==> src/rtl/uart_loader.sv <==
// Boot loader: receives a framed program image over UART (8N1) and writes
// 24-bit words into the instruction ROM, holding the CPU until a frame checks out.
module uart_loader #(
  parameter int CLK_HZ       = 27000000,
  parameter int BAUD         = 115200,
  parameter int TIMEOUT_CLKS = 2700000
) (
  input  logic        clk,
  input  logic        rst,
  input  logic        uart_rx,
  output logic        prog_w_enable,
  output logic [7:0]  prog_w_addr,
  output logic [23:0] prog_w_data,
  output logic        cpu_hold,
  output logic        loaded,
  output logic        err
);

  localparam int CLKS_PER_BIT = CLK_HZ / BAUD;
  localparam int CW           = $clog2(CLKS_PER_BIT);
  localparam int TW           = $clog2(TIMEOUT_CLKS + 1);

  localparam logic [CW-1:0] BIT_LAST  = CW'(CLKS_PER_BIT - 1);
  localparam logic [CW-1:0] HALF_LAST = CW'(CLKS_PER_BIT / 2 - 1);
  localparam logic [TW-1:0] TMO_LAST  = TW'(TIMEOUT_CLKS - 1);
  localparam logic [7:0]    HEADER    = 8'hA5;

  typedef enum logic [1:0] {R_IDLE, R_START, R_DATA, R_STOP} rx_state_e;
  typedef enum logic [1:0] {L_IDLE, L_LEN, L_DATA, L_CSUM} ld_state_e;

  // ---------------------------------------------------------------------------
  // RX input synchronizer; idles high so reset does not look like a start bit
  // ---------------------------------------------------------------------------
  logic rx_meta_q, rx_sync_q;

  always_ff @(posedge clk or negedge rst) begin
    if (!rst) begin
      rx_meta_q <= 1'b1;
      rx_sync_q <= 1'b1;
    end else begin
      // NOTE: non-blocking assignments in clocked blocks so every flop samples
      // the pre-edge value; blocking here would collapse the two stages into one.
      rx_meta_q <= uart_rx;
      rx_sync_q <= rx_meta_q;
    end
  end

  // ---------------------------------------------------------------------------
  // RX FSM
  // ---------------------------------------------------------------------------
  rx_state_e     r_state_q, r_state_d;
  logic [CW-1:0] clk_cnt_q, clk_cnt_d;
  logic [2:0]    bit_cnt_q, bit_cnt_d;
  logic [7:0]    shift_q, shift_d;
  logic          rx_valid_q, rx_valid_d;
  logic          frame_err_q, frame_err_d;

  always_ff @(posedge clk or negedge rst) begin
    if (!rst) begin
      r_state_q   <= R_IDLE;
      clk_cnt_q   <= '0;
      bit_cnt_q   <= '0;
      shift_q     <= '0;
      rx_valid_q  <= 1'b0;
      frame_err_q <= 1'b0;
    end else begin
      r_state_q   <= r_state_d;
      clk_cnt_q   <= clk_cnt_d;
      bit_cnt_q   <= bit_cnt_d;
      shift_q     <= shift_d;
      rx_valid_q  <= rx_valid_d;
      frame_err_q <= frame_err_d;
    end
  end

  always_comb begin
    // NOTE: every signal gets a default before the case so no path leaves one
    // unassigned, which would otherwise infer a latch.
    r_state_d   = r_state_q;
    clk_cnt_d   = clk_cnt_q + 1'b1;
    bit_cnt_d   = bit_cnt_q;
    shift_d     = shift_q;
    rx_valid_d  = 1'b0;
    frame_err_d = 1'b0;
    unique case (r_state_q)
      R_IDLE: begin
        clk_cnt_d = '0;
        if (!rx_sync_q) r_state_d = R_START;
      end
      R_START: begin
        if (clk_cnt_q == HALF_LAST) begin
          clk_cnt_d = '0;
          bit_cnt_d = '0;
          r_state_d = rx_sync_q ? R_IDLE : R_DATA;
        end
      end
      R_DATA: begin
        if (clk_cnt_q == BIT_LAST) begin
          clk_cnt_d = '0;
          shift_d   = {rx_sync_q, shift_q[7:1]};
          bit_cnt_d = bit_cnt_q + 3'd1;
          if (bit_cnt_q == 3'd7) r_state_d = R_STOP;
        end
      end
      R_STOP: begin
        if (clk_cnt_q == BIT_LAST) begin
          clk_cnt_d   = '0;
          r_state_d   = R_IDLE;
          rx_valid_d  = rx_sync_q;
          frame_err_d = !rx_sync_q;
        end
      end
      default: r_state_d = R_IDLE;
    endcase
  end

  // ---------------------------------------------------------------------------
  // Loader FSM; shift_q holds the received byte while rx_valid_q pulses
  // ---------------------------------------------------------------------------
  ld_state_e     l_state_q, l_state_d;
  logic [7:0]    len_q, len_d;
  logic [7:0]    word_idx_q, word_idx_d;
  logic [1:0]    byte_cnt_q, byte_cnt_d;
  logic [15:0]   word_q, word_d;
  logic [7:0]    csum_q, csum_d;
  logic [TW-1:0] tmo_q, tmo_d;
  logic          prog_w_enable_q, prog_w_enable_d;
  logic [7:0]    prog_w_addr_q, prog_w_addr_d;
  logic [23:0]   prog_w_data_q, prog_w_data_d;
  logic          cpu_hold_q, cpu_hold_d;
  logic          loaded_q, loaded_d;
  logic          err_q, err_d;

  always_ff @(posedge clk or negedge rst) begin
    if (!rst) begin
      l_state_q       <= L_IDLE;
      len_q           <= '0;
      word_idx_q      <= '0;
      byte_cnt_q      <= '0;
      word_q          <= '0;
      csum_q          <= '0;
      tmo_q           <= '0;
      prog_w_enable_q <= 1'b0;
      prog_w_addr_q   <= '0;
      prog_w_data_q   <= '0;
      cpu_hold_q      <= 1'b1;
      loaded_q        <= 1'b0;
      err_q           <= 1'b0;
    end else begin
      l_state_q       <= l_state_d;
      len_q           <= len_d;
      word_idx_q      <= word_idx_d;
      byte_cnt_q      <= byte_cnt_d;
      word_q          <= word_d;
      csum_q          <= csum_d;
      tmo_q           <= tmo_d;
      prog_w_enable_q <= prog_w_enable_d;
      prog_w_addr_q   <= prog_w_addr_d;
      prog_w_data_q   <= prog_w_data_d;
      cpu_hold_q      <= cpu_hold_d;
      loaded_q        <= loaded_d;
      err_q           <= err_d;
    end
  end

  always_comb begin
    l_state_d       = l_state_q;
    len_d           = len_q;
    word_idx_d      = word_idx_q;
    byte_cnt_d      = byte_cnt_q;
    word_d          = word_q;
    csum_d          = csum_q;
    tmo_d           = (l_state_q == L_IDLE || rx_valid_q) ? '0 : tmo_q + 1'b1;
    prog_w_enable_d = 1'b0;
    prog_w_addr_d   = prog_w_addr_q;
    prog_w_data_d   = prog_w_data_q;
    cpu_hold_d      = cpu_hold_q;
    loaded_d        = loaded_q;
    err_d           = err_q;

    // A received byte outranks a timeout expiring on the same cycle.
    if (rx_valid_q) begin
      unique case (l_state_q)
        L_IDLE: begin
          if (shift_q == HEADER) begin
            cpu_hold_d = 1'b1;
            loaded_d   = 1'b0;
            err_d      = 1'b0;
            csum_d     = '0;
            word_idx_d = '0;
            byte_cnt_d = '0;
            l_state_d  = L_LEN;
          end
        end
        L_LEN: begin
          len_d     = shift_q;
          l_state_d = L_DATA;
        end
        L_DATA: begin
          word_d = {word_q[7:0], shift_q};
          csum_d = csum_q ^ shift_q;
          if (byte_cnt_q == 2'd2) begin
            byte_cnt_d      = '0;
            prog_w_enable_d = 1'b1;
            prog_w_addr_d   = word_idx_q;
            prog_w_data_d   = {word_q, shift_q};
            word_idx_d      = word_idx_q + 8'd1;
            // Length 0 wraps to 255 here, giving a 256-word frame.
            if (word_idx_q == len_q - 8'd1) l_state_d = L_CSUM;
          end else begin
            byte_cnt_d = byte_cnt_q + 2'd1;
          end
        end
        L_CSUM: begin
          if (shift_q == csum_q) begin
            loaded_d   = 1'b1;
            cpu_hold_d = 1'b0;
          end else begin
            err_d      = 1'b1;
            cpu_hold_d = 1'b1;
          end
          l_state_d = L_IDLE;
        end
        default: l_state_d = L_IDLE;
      endcase
    end else if (l_state_q != L_IDLE && (frame_err_q || tmo_q == TMO_LAST)) begin
      err_d      = 1'b1;
      cpu_hold_d = 1'b1;
      l_state_d  = L_IDLE;
    end
  end

  assign prog_w_enable = prog_w_enable_q;
  assign prog_w_addr   = prog_w_addr_q;
  assign prog_w_data   = prog_w_data_q;
  assign cpu_hold      = cpu_hold_q;
  assign loaded        = loaded_q;
  assign err           = err_q;

endmodule

==> config.mk <==
export PLATFORM = sky130hd
export DESIGN_NAME = uart_loader
export DESIGN_NICKNAME = d
export VERILOG_FILES = /design/src/rtl/uart_loader.sv
export SDC_FILE = /design/constraint.sdc
export NUM_CORES = 1
export LEC_CHECK = 0
export CAP_MARGIN = 10
export CELL_PAD_IN_SITES_DETAIL_PLACEMENT = 1
export CELL_PAD_IN_SITES_GLOBAL_PLACEMENT = 2
export CORE_ASPECT_RATIO = 0.5
export CORE_MARGIN = 1
export CORE_UTILIZATION = 40
export CTS_CLUSTER_DIAMETER = 50
export DETAILED_ROUTE_END_ITERATION = 12
export GPL_TIMING_DRIVEN = 0
export PLACE_DENSITY_LB_ADDON = 0.1
export SETUP_SLACK_MARGIN = 0.5
export SLEW_MARGIN = 20
export SYNTH_ARGS = -nofsm -noshare
export SYNTH_HDL_FRONTEND = slang
export SYNTH_SLANG_ARGS = --single-unit
==> constraint.sdc <==
create_clock -name clk -period 2.8 [get_ports clk]
set_clock_uncertainty 0.05 [all_clocks]
set_input_delay 0.56 -clock clk [delete_from_list [all_inputs] [get_ports clk]]
set_output_delay 0.56 -clock clk [all_outputs]
set_load 0.1 [all_outputs]
# --- Word-level counts from Yosys, hierarchy flattened ---
# Index checks and enable logic that the tools add are counted.
# Widths: inputs -> output; s select.
op_classes:
  n_bitwise: 1
  mux: 45
  n_reduce_logical: 24
  n_eq_ne: 27
  addsub: 6
ops:
  columns: ["operator", "n"]
  rows:
  - ["$mux 8", 4]
  - ["$pmux 8 s2", 2]
  - ["$mux 2", 13]
  - ["$pmux 8 s3", 1]
  - ["$add 22x1->22 const B", 1]
  - ["$eq 22x22->1 const B", 1]
  - ["$mux 22", 1]
  - ["$add 8x1->8 const B", 2]
  - ["$eq 8x8->1", 2]
  - ["$eq 8x8->1 const B", 2]
  - ["$pmux 2 s4", 2]
  - ["$reduce_and 4->1", 4]
  - ["$mux 1", 15]
  - ["$ne 2x2->1 const B", 7]
  - ["$reduce_and 3->1", 4]
  - ["$eq 2x2->1 const B", 5]
  - ["$reduce_bool 2->1", 5]
  - ["$ne 3x3->1 const B", 3]
  - ["$eq 8x7->1 const B", 1]
  - ["$sub 8x1->8 const B", 1]
  - ["$xor 8x8->8", 1]
  - ["$mux 3", 2]
  - ["$pmux 1 s2", 3]
  - ["$pmux 3 s2", 1]
  - ["other kinds (15)", 20]
totals:
  ff_bits: 127
  output_inout_bits: 36
  elab_cells: 124

# --- Depth between registers and ports, before layout ---
logic_depth:
  depth_word: 6
  ltp_mapped: 11

# --- Worst setup path after synthesis ---
# OpenSTA, ideal clock, no wires.
synth_path:
  path_type: "register to register"
  start: "reg len_q[0]"
  end: "reg l_state_q[0]"
  path_slack_ps: 718
  required_time_ps: 2663
  setup_time_ps: 87
  path_stages_with_launch: 9
  arrival_ps: 1945
  path_cell_list: "dfrtp_1 inv_1 ha_1 nor3b_1 mux2i_1 a2bb2oi_1 a2111oi_1 o21ai_1 a22oi_1"
synth_via:
  elab_chain_len: 4
synth_lines:
  columns: ["element", "line", "rtl"]
  rows:
  - ["from (decl)", "121", "logic [7:0] len_q, len_d;"]
  - ["from (signal assigned)", "151", "len_q <= len_d;"]
  - ["$sub 8x1->8", "209", "if (word_idx_q == len_q - 8'd1) l_state_d = L_CSUM;"]
  - ["$eq 8x8->1", "209", null]
  - ["$ne 3x3->1 (no source line)", null, null]
  - ["$reduce_and 4->1 (no source line)", null, null]
  - ["to (signal assigned)", "150", "l_state_q <= l_state_d;"]
  - ["to (decl)", "120", "ld_state_e l_state_q, l_state_d;"]
# No other way between the ends.
# A chain may end at the register's enable or synchronous reset.

# --- Worst setup path after layout ---
# Same ends and word-level chain as after synthesis.

==> metrics.txt <==
outcome=completed; # rows=30; Pre-antenna DRT Iters=4; Final min period=2.26 ns; number of remaining DRC errors=0; final setup vio count=0; post-route ant nets=0; crit path from=len_q[0]; switch share=21.3%; most frequent cells in the layout=dfrtp_1 (124), mux2_2 (66), nor2_1 (41), dlygate4sd2_1 (32); compound-gate portion of the synthesized area=6.70%; fraction of registers with async set/reset=100%; Final Hold Viols=0; Synth Area in Simple Gates=15.8%; f_max=443 MHz; power consumption=4270 uW; CP startpoint kind=register; I/O pin cnt=39; Post-Synth Adder-Cell Area=2.78%; Tcrit/Tclk final=80.7%; largest family of logic cells by synthesized area=simple AND/OR/NAND/NOR gates; Avg Inst Size Synth=11.6 um2; ys flop type=dfrtp_1; drt wl/cell=17.7 um; max-slew violation count=0; power per cell area=593 nW/um2; Vias/cell=5.25; max-cap violation count=0; launch point of the worst reg-to-reg path=len_q[0]; Placed Instances=737; GPL Wtd Cong=0.724; design area=7210 um2; Max FO, Critical Path=6; first-pass GRT wire length=23300 um; Setup CP Type=reg -> reg; area growth from synthesis to layout=23.3%; combinational share of power=1.0%; largest net degree at the start of global routing=85; Starting Density=42.1%; drt total wl=13700 um; Core ar.=13900 um2; clock group share of total power=55.9%; Die W=173 um; GRT Overall Usage=20.0%; Placed Area=6500 um2; Yosys reg bits=127; Post-synth EDFFs=0; netlist area before placement=5850 um2; Detailed Place HPWL=8810 um; LEAKAGE=0.00342 uW; IO Port Bufs=38; WP data required=3.07 ns; min-delay src=rx_meta_q; Num CTS Buffers=17; Final Util=51.9%; CTS tree=built; Longest Clk Path Bufs=2; NetSw=909 uW; grt total ovfl=0; H-tree depth=4; xor-xnor portion of the synthesized cell area=4.94%; syn_nets=522; Die H=87.5 um; mux share of post-synthesis cell area=13.2%; Clock Sinks=127; via count=4048; non-filler cells, final=771; Worst-path clk slew=0.06 ns; initial antenna violation count=0; Worst-Skew Late Latency=0.42 ns; Worst VDD drop=0.479 mV; clock root buffer=clkbuf_16; setup TNS=0 ns; RSZ-0062 raised after global routing=yes; hold path cells=0; Pint=3360 uW; nets=582; CP Data Arrival Time=2.53 ns; leading cell type in the layout, fill and taps excluded=dfrtp_1; post-synthesis cell type count=49; worst slew pin tran=0.985 ns; vias in the first global route=4354; Hold Path Class=reg -> reg; Cells after Synth=506; Starting DRT DRC Count=183; post-synthesis sequential area ratio=54.4%; Seq pwr share=43.1%; ANT cells=0; Warnings, synthesis=0; crit path capture type=register; layout cell share with drive strength beyond 1=22.1%; die area=15100 um2; R2R depth=6; Slew headroom=34.6%
## power by group through the flow
stage	combinational, uW	clock (uW)	sequential (uW)
after floorplan	0.257	0	1870
after CTS	48.8	2440	1840
after global placement	41.4	0	1870
after detailed placement	47.4	0	1870
after global routing	52.9	2520	1840
final	44.7	2390	1840
## stage by stage
step | setup slack, ns | hold slack [ns]
6_report | 0.541 | 0.306
5_1_grt | 0.433 | 0.309
4_1_cts | 0.482 | 0.308
3_5_place_dp | 0.0126 | 0.298
3_3_place_gp | -4.15 | 0.297
2_1_floorplan | 0.718 | 0.214
## synth_stat cells, types with 2 or more instances
master | n | area (um2)
dfrtp_1 | 124 | 3100
mux2_2 | 66 | 743
nor2_1 | 41 | 154
nand2_1 | 26 | 97.6
nand3_1 | 26 | 130
nand2b_1 | 21 | 131
o21ai_0 | 21 | 105
xor2_1 | 19 | 166
clkbuf_1 | 16 | 60.1
inv_1 | 15 | 56.3
xnor2_1 | 14 | 123
ha_1 | 13 | 163
a22o_1 | 12 | 105
nor4_1 | 9 | 56.3
and3_1 | 8 | 50.1
nand4_1 | 7 | 43.8
o31ai_1 | 7 | 52.6
and2_1 | 6 | 37.5
nor3_1 | 5 | 25.0
a21oi_1 | 4 | 20.0
and4_1 | 4 | 35.0
dfstp_2 | 3 | 78.8
nor2b_1 | 3 | 18.8
or2_2 | 3 | 18.8
a21o_1 | 2 | 15.0
a22oi_1 | 2 | 15.0
a31oi_1 | 2 | 12.5
buf_2 | 2 | 10.0
mux2i_1 | 2 | 20.0
nand3b_1 | 2 | 15.0
nor3b_1 | 2 | 15.0
nor4b_1 | 2 | 17.5
## worst paths after layout
path	endpoint	slack [ns]
worst max-delay path	l_state_q[0]	0.54
worst min-delay path	rx_sync_q	0.31
worst max register to register	l_state_q[0]	0.54
worst min register to register	rx_sync_q	0.31
max in group asynchronous	rx_meta_q	1.35
min in group asynchronous	prog_w_addr[4]	0.60
## what timing repair did
action,CTS,global route
gates cloned,0,0
buffers inserted,0,1
endpoints found under the hold margin,42,0
gates resized for setup,52,22
hold buffers,1,0
pin swaps,1,1
setup endpoints to repair,101,34
## routing by layer
layer / up-vias / part of all wire (%) / routed length, um / GRT usage, %
met5: - / 0 / 0 / 0
met4: 0 / 1.1 / 148 / 6.36
met3: 16 / 2.7 / 372 / 5.15
met2: 37 / 47 / 6420 / 32.4
met1: 2081 / 49 / 6720 / 26.7
li1: 1914 / - / - / -
## worst max-delay path, cell delays in order, from the launching register on
cell and delay, ns:
dfrtp_1 0.45, or4_4 0.54, nor4_1 0.30, nor4_1 0.12, a2111oi_4 0.28, o21ai_1 0.16, a22oi_1 0.25
## flip-flops by register name (all words and copies together) (netlist names), 2 cells and up, named ones only
register / count
bit_cnt_q: 3
byte_cnt_q: 2
clk_cnt_q: 8
csum_q: 8
l_state_q: 2
len_q: 8
prog_w_addr: 8
prog_w_data: 24
shift_q: 8
tmo_q: 22
word_idx_q: 8
word_q: 16
## layout make-up
cell class | count | area (um2)
clock inverter | 13 | 188
fill | 1464 | 6680
inverter | 15 | 56.3
buffer | 18 | 92.6
timing repair buffer | 41 | 392
sequential | 127 | 3180
clock buffer | 19 | 443
multi-input combinational | 346 | 2620
tap | 192 | 240
## logic make-up (layout without fill, tap and decap cells)
group                    Yosys count  after routing
AO/OA/AOI/OAI                     58             58
XOR/XNOR                          33             33
adder cells (fa/ha/maj)           13             13
buffers and inverters             33            106
flip-flops                       127            127
multiplexers                      69             69
AND/OR/NAND/NOR                  173            173
No activity file was read; power rests on OpenSTA's default activity.
